===== src/rtl/smg_pkg.sv =====
// ----------------------------------------------------------------------------
// smg_pkg : shared types and defaults for the seven-segment display arbiter
// Revision: 1.0
// ----------------------------------------------------------------------------
`default_nettype none

package smg_pkg;

  typedef enum logic [1:0] {
    IDLE   = 2'd0,
    SHOW   = 2'd1,
    SWITCH = 2'd2
  } smg_state_e;

  localparam int SMG_N_SRC_DEFAULT = 4;
  localparam int SMG_DWELL_DEFAULT = 50_000_000;

  // Width matches the display interface's number input.
  typedef logic [15:0] smg_num_t;

endpackage

`default_nettype wire


===== src/rtl/smg_rr_pick.sv =====
// ----------------------------------------------------------------------------
// smg_rr_pick : combinational round-robin picker, search starts after Last_Id
// Revision: 1.0
// ----------------------------------------------------------------------------
`default_nettype none

module smg_rr_pick #(
  parameter  int N_SRC = 4,
  localparam int SRC_W = $clog2(N_SRC)
) (
  input  logic [N_SRC-1:0] Req_Sig,
  input  logic [SRC_W-1:0] Last_Id,
  output logic [SRC_W-1:0] Pick,
  output logic             Found
);

  localparam logic [SRC_W:0] N_EXT = (SRC_W+1)'(N_SRC);

  logic [SRC_W:0] idx;

  // Walk from the farthest candidate to the nearest so the nearest hit wins.
  always_comb begin
    Pick  = '0;
    Found = 1'b0;
    idx   = '0;
    for (int k = N_SRC; k >= 1; k--) begin
      idx = {1'b0, Last_Id} + (SRC_W+1)'(k);
      if (idx >= N_EXT) begin
        idx = idx - N_EXT;
      end
      if (Req_Sig[idx[SRC_W-1:0]]) begin
        Pick  = idx[SRC_W-1:0];
        Found = 1'b1;
      end
    end
  end

endmodule

`default_nettype wire


===== src/rtl/smg_display_arbiter.sv =====
// ----------------------------------------------------------------------------
// smg_display_arbiter : time-slices the 4-digit display among debug sources
// Revision: 1.0
// ----------------------------------------------------------------------------
`default_nettype none

module smg_display_arbiter
  import smg_pkg::*;
#(
  parameter  int N_SRC = SMG_N_SRC_DEFAULT,
  parameter  int DWELL = SMG_DWELL_DEFAULT,
  localparam int SRC_W = $clog2(N_SRC),
  localparam int CNT_W = $clog2(DWELL)
) (
  input  logic                 CLK,
  input  logic                 RST,
  input  logic [N_SRC-1:0]     Req_Sig,
  input  logic [16*N_SRC-1:0]  Value_Bus,
  input  logic                 Pin_En,
  input  logic                 Next_Btn,
  output smg_num_t             Number_Sig,
  output logic [N_SRC-1:0]     Grant,
  output logic [SRC_W-1:0]     Src_Id,
  output logic                 Valid,
  output logic [N_SRC-1:0]     Ack
);

  localparam logic [CNT_W-1:0] CNT_MAX  = CNT_W'(DWELL - 1);
  localparam logic [N_SRC-1:0] ONE_HOT0 = N_SRC'(1);
  localparam logic [SRC_W-1:0] LAST_RST = SRC_W'(N_SRC - 1);

  smg_state_e        state, state_nxt;
  logic [CNT_W-1:0]  cnt, cnt_nxt;
  logic [SRC_W-1:0]  last_id, last_id_nxt;
  logic              next_d;

  smg_num_t          num_nxt;
  logic [N_SRC-1:0]  grant_nxt;
  logic [SRC_W-1:0]  src_nxt;
  logic              valid_nxt;
  logic [N_SRC-1:0]  ack_nxt;

  logic [SRC_W-1:0]  pick;
  logic              found;
  logic              expire;
  logic              next_edge;
  logic              drop;
  logic              slot_end;

  smg_num_t          slices [N_SRC];

  for (genvar i = 0; i < N_SRC; i++) begin : g_slice
    assign slices[i] = Value_Bus[16*i +: 16];
  end

  smg_rr_pick #(
    .N_SRC (N_SRC)
  ) u_pick (
    .Req_Sig (Req_Sig),
    .Last_Id (last_id),
    .Pick    (pick),
    .Found   (found)
  );

  assign expire    = (cnt == CNT_MAX) && !Pin_En;
  assign next_edge = Next_Btn && !next_d;
  assign drop      = !Req_Sig[Src_Id];
  assign slot_end  = expire || next_edge || drop;

  always_ff @(posedge CLK or posedge RST) begin
    if (RST) begin
      state      <= IDLE;
      cnt        <= '0;
      last_id    <= LAST_RST;
      next_d     <= 1'b0;
      Number_Sig <= '0;
      Grant      <= '0;
      Src_Id     <= '0;
      Valid      <= 1'b0;
      Ack        <= '0;
    end else begin
      state      <= state_nxt;
      cnt        <= cnt_nxt;
      last_id    <= last_id_nxt;
      next_d     <= Next_Btn;
      Number_Sig <= num_nxt;
      Grant      <= grant_nxt;
      Src_Id     <= src_nxt;
      Valid      <= valid_nxt;
      Ack        <= ack_nxt;
    end
  end

  always_comb begin
    state_nxt = state;
    unique case (state)
      IDLE, SWITCH: state_nxt = found ? SHOW : IDLE;
      SHOW:         state_nxt = slot_end ? SWITCH : SHOW;
      default:      state_nxt = IDLE;
    endcase
  end

  always_comb begin
    cnt_nxt     = cnt;
    last_id_nxt = last_id;
    num_nxt     = Number_Sig;
    grant_nxt   = '0;
    src_nxt     = Src_Id;
    valid_nxt   = 1'b0;
    ack_nxt     = '0;
    unique case (state)
      IDLE, SWITCH: begin
        if (found) begin
          grant_nxt   = ONE_HOT0 << pick;
          valid_nxt   = 1'b1;
          src_nxt     = pick;
          last_id_nxt = pick;
          cnt_nxt     = '0;
          num_nxt     = slices[pick];
        end else begin
          num_nxt = '0;
        end
      end
      SHOW: begin
        num_nxt = slices[Src_Id];
        cnt_nxt = (cnt == CNT_MAX) ? cnt : cnt + CNT_W'(1);
        if (slot_end) begin
          // A dropped request never earns an acknowledge, even alongside expiry.
          if (!drop) begin
            ack_nxt = ONE_HOT0 << Src_Id;
          end
        end else begin
          grant_nxt = Grant;
          valid_nxt = 1'b1;
        end
      end
      default: begin
        num_nxt = '0;
      end
    endcase
  end

endmodule

`default_nettype wire

===== config.mk =====
export PLATFORM = sky130hd
export DESIGN_NAME = smg_display_arbiter
export DESIGN_NICKNAME = d
export VERILOG_FILES = /design/src/rtl/smg_pkg.sv /design/src/rtl/smg_rr_pick.sv /design/src/rtl/smg_display_arbiter.sv
export SDC_FILE = /design/constraint.sdc
export NUM_CORES = 1
export LEC_CHECK = 0
export ABC_CLOCK_PERIOD_IN_PS = 3000
export CORE_MARGIN = 8
export CORE_UTILIZATION = 25
export DETAILED_ROUTE_END_ITERATION = 8
export PLACE_DENSITY = 0.45
export SYNTH_ARGS = -nofsm -noshare
export SYNTH_HDL_FRONTEND = slang
export SYNTH_SLANG_ARGS = --single-unit
export TNS_END_PERCENT = 30

===== constraint.sdc =====
create_clock -name CLK -period 3 [get_ports CLK]
set_input_delay 0.3 -clock CLK [delete_from_list [all_inputs] [get_ports CLK]]
set_output_delay 0.3 -clock CLK [all_outputs]
set_load 0.02 [all_outputs]

Word level (Yosys, flattened, before mapping)
Index checks and enable logic that the tools add are counted.
{ "totals": {"reg_bits": 58, "inputBits": 72, "out_inout_bits": 27, "wordCells": 96} }
{ "classes": {"addsub": 9, "magnitude_cmp": 11, "n_eq_ne": 6, "shifts": 2, "mux": 45, "n_bitwise": 2, "n_reduce_logical": 12} }
{ "ops": {"columns": ["op", "n"], "rows": [
  ["16-bit 2-to-1 mux", 5],
  ["16-bit binary-select mux with 2-bit select", 2],
  ["26-bit 2-to-1 mux", 2],
  ["26-bit one-hot mux with 2 select lines", 1],
  ["16-bit one-hot mux with 2 select lines", 1],
  ["26-bit by 1-bit adder with 26-bit output, second input constant", 1],
  ["26-bit == test, second input constant", 1],
  ["4-bit 2-to-1 mux", 5],
  ["3-bit >= comparator, second input constant", 6],
  ["2-bit 2-to-1 mux", 9],
  ["2-bit by 3-bit < comparator with 1-bit output, second input constant", 5],
  ["1-bit 2-to-1 mux", 12],
  ["1-bit binary-select mux with 2-bit select", 5],
  ["4-bit one-hot mux with 2 select lines", 1],
  ["1-bit by 2-bit << shifter with 4-bit output, first input constant", 2],
  ["2-bit by 1-bit subtractor with 2-bit output, second input constant", 4],
  ["2-bit by 2-bit adder with 3-bit output, second input constant", 2],
  ["2-bit != test, second input constant", 3],
  ["2-bit NOT with 3-bit output", 2],
  ["2-bit one-hot mux with 2 select lines", 1],
  ["2-bit by 1-bit adder with 3-bit output, second input constant", 1],
  ["2-bit by 3-bit adder with 3-bit output, second input constant", 1],
  ["1-bit zero test", 3],
  ["3-bit AND reduction", 1],
  ["9 further kinds", 11]
]} }

Longest topological paths before layout
{ "depth": {"ltp_word": 15, "ltp_mapped": 7, "depth_no_buf": 6} }

Cells and area by module
A second synthesis with hierarchy kept.
{ "unflattened": {"cells_unflattened": 288, "area_unflattened_um2": 3398.3} }
{ "modules_own_cells": {"columns": ["mod", "instances", "cells_each", "area_each_um2", "seq_area_each_um2"], "rows": [
  ["smg_display_arbiter", 1, 274, 3306.9, 1428.9],
  ["smg_rr_pick", 1, 14, 91.3, 0.0]
]} }

Worst setup path before layout
No wires, ideal clock.
{ "synth_path": {"path_kind": "register to register", "from": "register cnt[0]", "to": "register cnt[16]", "setup_ns": 0.083, "t_arrival_ns": 1.901, "required_time_ns": 2.917, "slack_ns": 1.017, "path_stages_with_launch": 7, "path_buffers": 0, "period_less_slack_ns": 1.983, "cell_sequence": "dfrtp_1 ha_1 nand2_1 or3_4 or4_1 or4_1 o21ai_0"} }
{ "synth_via": {"elab_chain_len": 3, "word_cells_on_any_way": 6, "cone_classes": "add/sub: 1; eq/ne: 2; mux: 2; reduce/logical: 1"} }
{ "synth_lines": {"columns": ["element", "line_no", "text"], "rows": [
  ["start, declared", "smg_display_arbiter.sv:33", "logic [CNT_W-1:0] cnt, cnt_nxt;"],
  ["start signal, assigned", "smg_display_arbiter.sv:83", "cnt <= cnt_nxt;"],
  ["26-bit by 1-bit adder with 26-bit output or 26-bit == test (tied branches)", "smg_display_arbiter.sv:126", "cnt_nxt = (cnt == CNT_MAX) ? cnt : cnt + CNT_W'(1);"],
  ["26-bit 2-to-1 mux or 2-bit != test (tied branches)", null, null],
  ["26-bit one-hot mux with 2 select lines or 3-bit AND reduction (tied branches)", null, null]
]} }
Several ways; a longest one is shown, not always the timed one. The select of a mux whose other input is x is not followed.
A chain may end at the register's enable or synchronous reset.

Final worst setup path
Same ends and word-level chain as after synthesis.

==> flow_summary.ini <==
[global_route]
grt_usage = 0.125
grt_pass1_vias = 3297
grt_max_degree = 38
grt_pass1_wl_um = 17600
antenna_found_initial = 0
grt-ovfl-total = 0

[layout]
n_antenna_cell = 0
layout.cells.non_filler = 613
drive_above_1_share = 0.129
final_area_um2 = 4980
final_nets = 501
syn2layout_area_growth_pct = 44.4

[timing]
max_slew_margin = 0.573
min_period_ns = 2.19
setup_viol = 0
worstMarginPinSlew_ns = 0.635
period_share = 0.730
fmax_ghz = 0.457
rsz0062_at_grt = no
slew_violations = 0
hold_ws_ns = 0.357
hold_viol_final = 0
finClkSkew_ns = 0.00762
tns_ns = 0

[worst_setup_path]
timing.rr.start = cnt[0]$_DFFE_PP0P_
setup.worst_path.end = cnt[16]$_DFFE_PP0P_
path_cells = ha_1 -> nand2_1 -> or3_4 -> or4_1 -> or4_1 -> o21ai_0
reg2reg_slack_ns = 0.81
cp_slowest_cell = or4_1
cp-end-kind = register
path_delay_family = simple AND/OR/NAND/NOR gates
worstPathRequired_ns = 3.24
crit_fanout = 6
critPathKind = reg2reg
cp.buffers_inverters = 0
reg2regPathDepth = 6
r2r-end = cnt[16]$_DFFE_PP0P_
max_stage_delay_ns = 0.43
cp.depth = 6
crit_start = cnt[0]$_DFFE_PP0P_
crit_arrival_ns = 2.43
crit_path_start_kind = register
crit_top_cell = or4_1

[logic_synthesis]
yosys.area.top_type = dfrtp_1
postSynthCellCount = 324
ys_seq_area_frac = 0.414
yosysMostFrequentCell = dfrtp_1
syn_nets = 397
ys_types = 50
synth_top_cells_by_area = dfrtp_1 (40%), mux4_2 (11%), mux2i_1 (10%)
synth_common_cells = dfrtp_1 (55), nand2_1 (38), mux2i_1 (35)
synth_top_area_share = 0.399
ys_seq_elements = 57
yosys_warnings = 0
synthFlopType = dfrtp_1
syn_area_um2 = 3450
avgSynthCellArea_um2 = 10.7
synth-async-reset-ratio = 1.00
synth_edf_count = 0

[die]
start_util = 0.253
die_x_um = 133
rows = 43
coreArea_um2 = 13700
io-pin-count = 99
fp.dieH_um = 133
dieArea_um2 = 17800

[power_and_ir_drop]
p_clk_frac = 0.241
power_frac_comb = 0.496
switching_share = 0.379
internal-power_w = 0.00258
p_seq_frac = 0.262
ir_worst_vdd_v = 0.000313
power.leakage_nw = 2.05
power.switching_w = 0.00157
powerDensity_nw_per_um2 = 833
power_w = 0.00415

[clock_network]
clk_latency_ns = 0.33
cts_setup_buffers = 0
clock-sinks = 57
clkSlewWorstSetupHoldPaths_ns = 0.05
h-tree-depth = 3
clock_path_buffers = 2
cts_tree = built
cts_inserted_buffers = 9
ctsHoldBuffers = 0
cts_resized = 0
cts_root_buf = clkbuf_16

[hold_path]
min_path_type = in2async

[placement]
placed_area_um2 = 4690
gp_congestion = 0.764
numPortBuffers = 98
hpwl_um = 7860
dp.cells = 597

[detailed_routing]
wl_per_cell_um = 17.7
finalWirelength_um = 10900
vias = 3066
first_iter_violations = 193
viasPerCell = 5.00
dr.pass1.iters = 5
antenna_left = 0
drc = 0

[outcome]
outcome = finished, final reports clean

[job]
maxCapViolations = 0
layout make-up:
class,instances,area [um^2]
flip-flops and latches,57,1430
multi-input cells,247,1940
well taps,180,225
repair buffers,111,1090
fillers,1420,8680
clock buffers,14,284
clock inverters,2,10.0
inverters,2,7.51
sequential cells by signal (all words and copies together) (netlist names):
name and count:
cnt 26, last_id 2, Src_Id 2, state 2, Number_Sig 16, Ack 4, next_d 1, Grant 4
logic make-up after synthesis:
group / share of synthesized area
flip-flops: 0.414
multiplexers: 0.212
adder cells (fa/ha/maj): 0.00363
AND/OR/NAND/NOR: 0.202
AO/OA/AOI/OAI: 0.115
XOR/XNOR: 0.0254
buffers and inverters: 0.0272
worst reg2reg max path, cell delays in order (launching register included):
cell and delay, ns:
dfrtp_1 0.42, ha_1 0.23, nand2_1 0.12, or3_4 0.39
or4_1 0.43, or4_1 0.41, o21ai_0 0.10
stage by stage:
step           setup WS (ns)   util
3_5_place_dp           0.766  0.343
2_1_floorplan           1.02      -
5_1_grt                0.706  0.365
3_3_place_gp           0.797  0.343
4_1_cts                0.838  0.365
6_report               0.811  0.365
layout by cell type (no fill, tap or decap), types with 10 or more instances in the layout:
cell type	n
mux4_2	17
o221ai_1	16
mux2i_1	35
o21ai_0	10
dfrtp_1	55
nor2_1	23
nand2_1	38
buf_4	12
nand4_1	15
clkdlybuf4s50_1	98
how the worst min path moves through the flow:
stage	endpoint	slack, ns	depth (start not counted)
after floorplan	next_d$_DFF_PP0_	0.33	0
after global placement	Grant[1]$_DFFE_PP0P_	0.47	1
after detailed placement	Grant[1]$_DFFE_PP0P_	0.47	1
after CTS	cnt[8]$_DFFE_PP0P_	0.38	2
after global routing	cnt[8]$_DFFE_PP0P_	0.43	2
final	cnt[21]$_DFFE_PP0P_	0.36	2
metal layers:
| metal | wire length, um | global-route usage | up-vias |
|---|---|---|---|
| met5 | 0 | 0 | - |
| li1 | - | - | 1472 |
| met4 | 129 | 0.0449 | 0 |
| met2 | 5020 | 0.201 | 95 |
| met3 | 1080 | 0.0625 | 12 |
| met1 | 4620 | 0.139 | 1487 |
power by group through the flow:
stage / combinational (W) / clock [W] / sequential, W
floorplan: 0.00109 / 0 / 0.00128
global placement: 0.00208 / 0 / 0.00109
detailed placement: 0.00210 / 0 / 0.00110
CTS: 0.00210 / 0.00103 / 0.00109
global route: 0.00226 / 0.00106 / 0.00111
finish: 0.00206 / 0.00100 / 0.00109
Power figures use the tool's default switching activity.
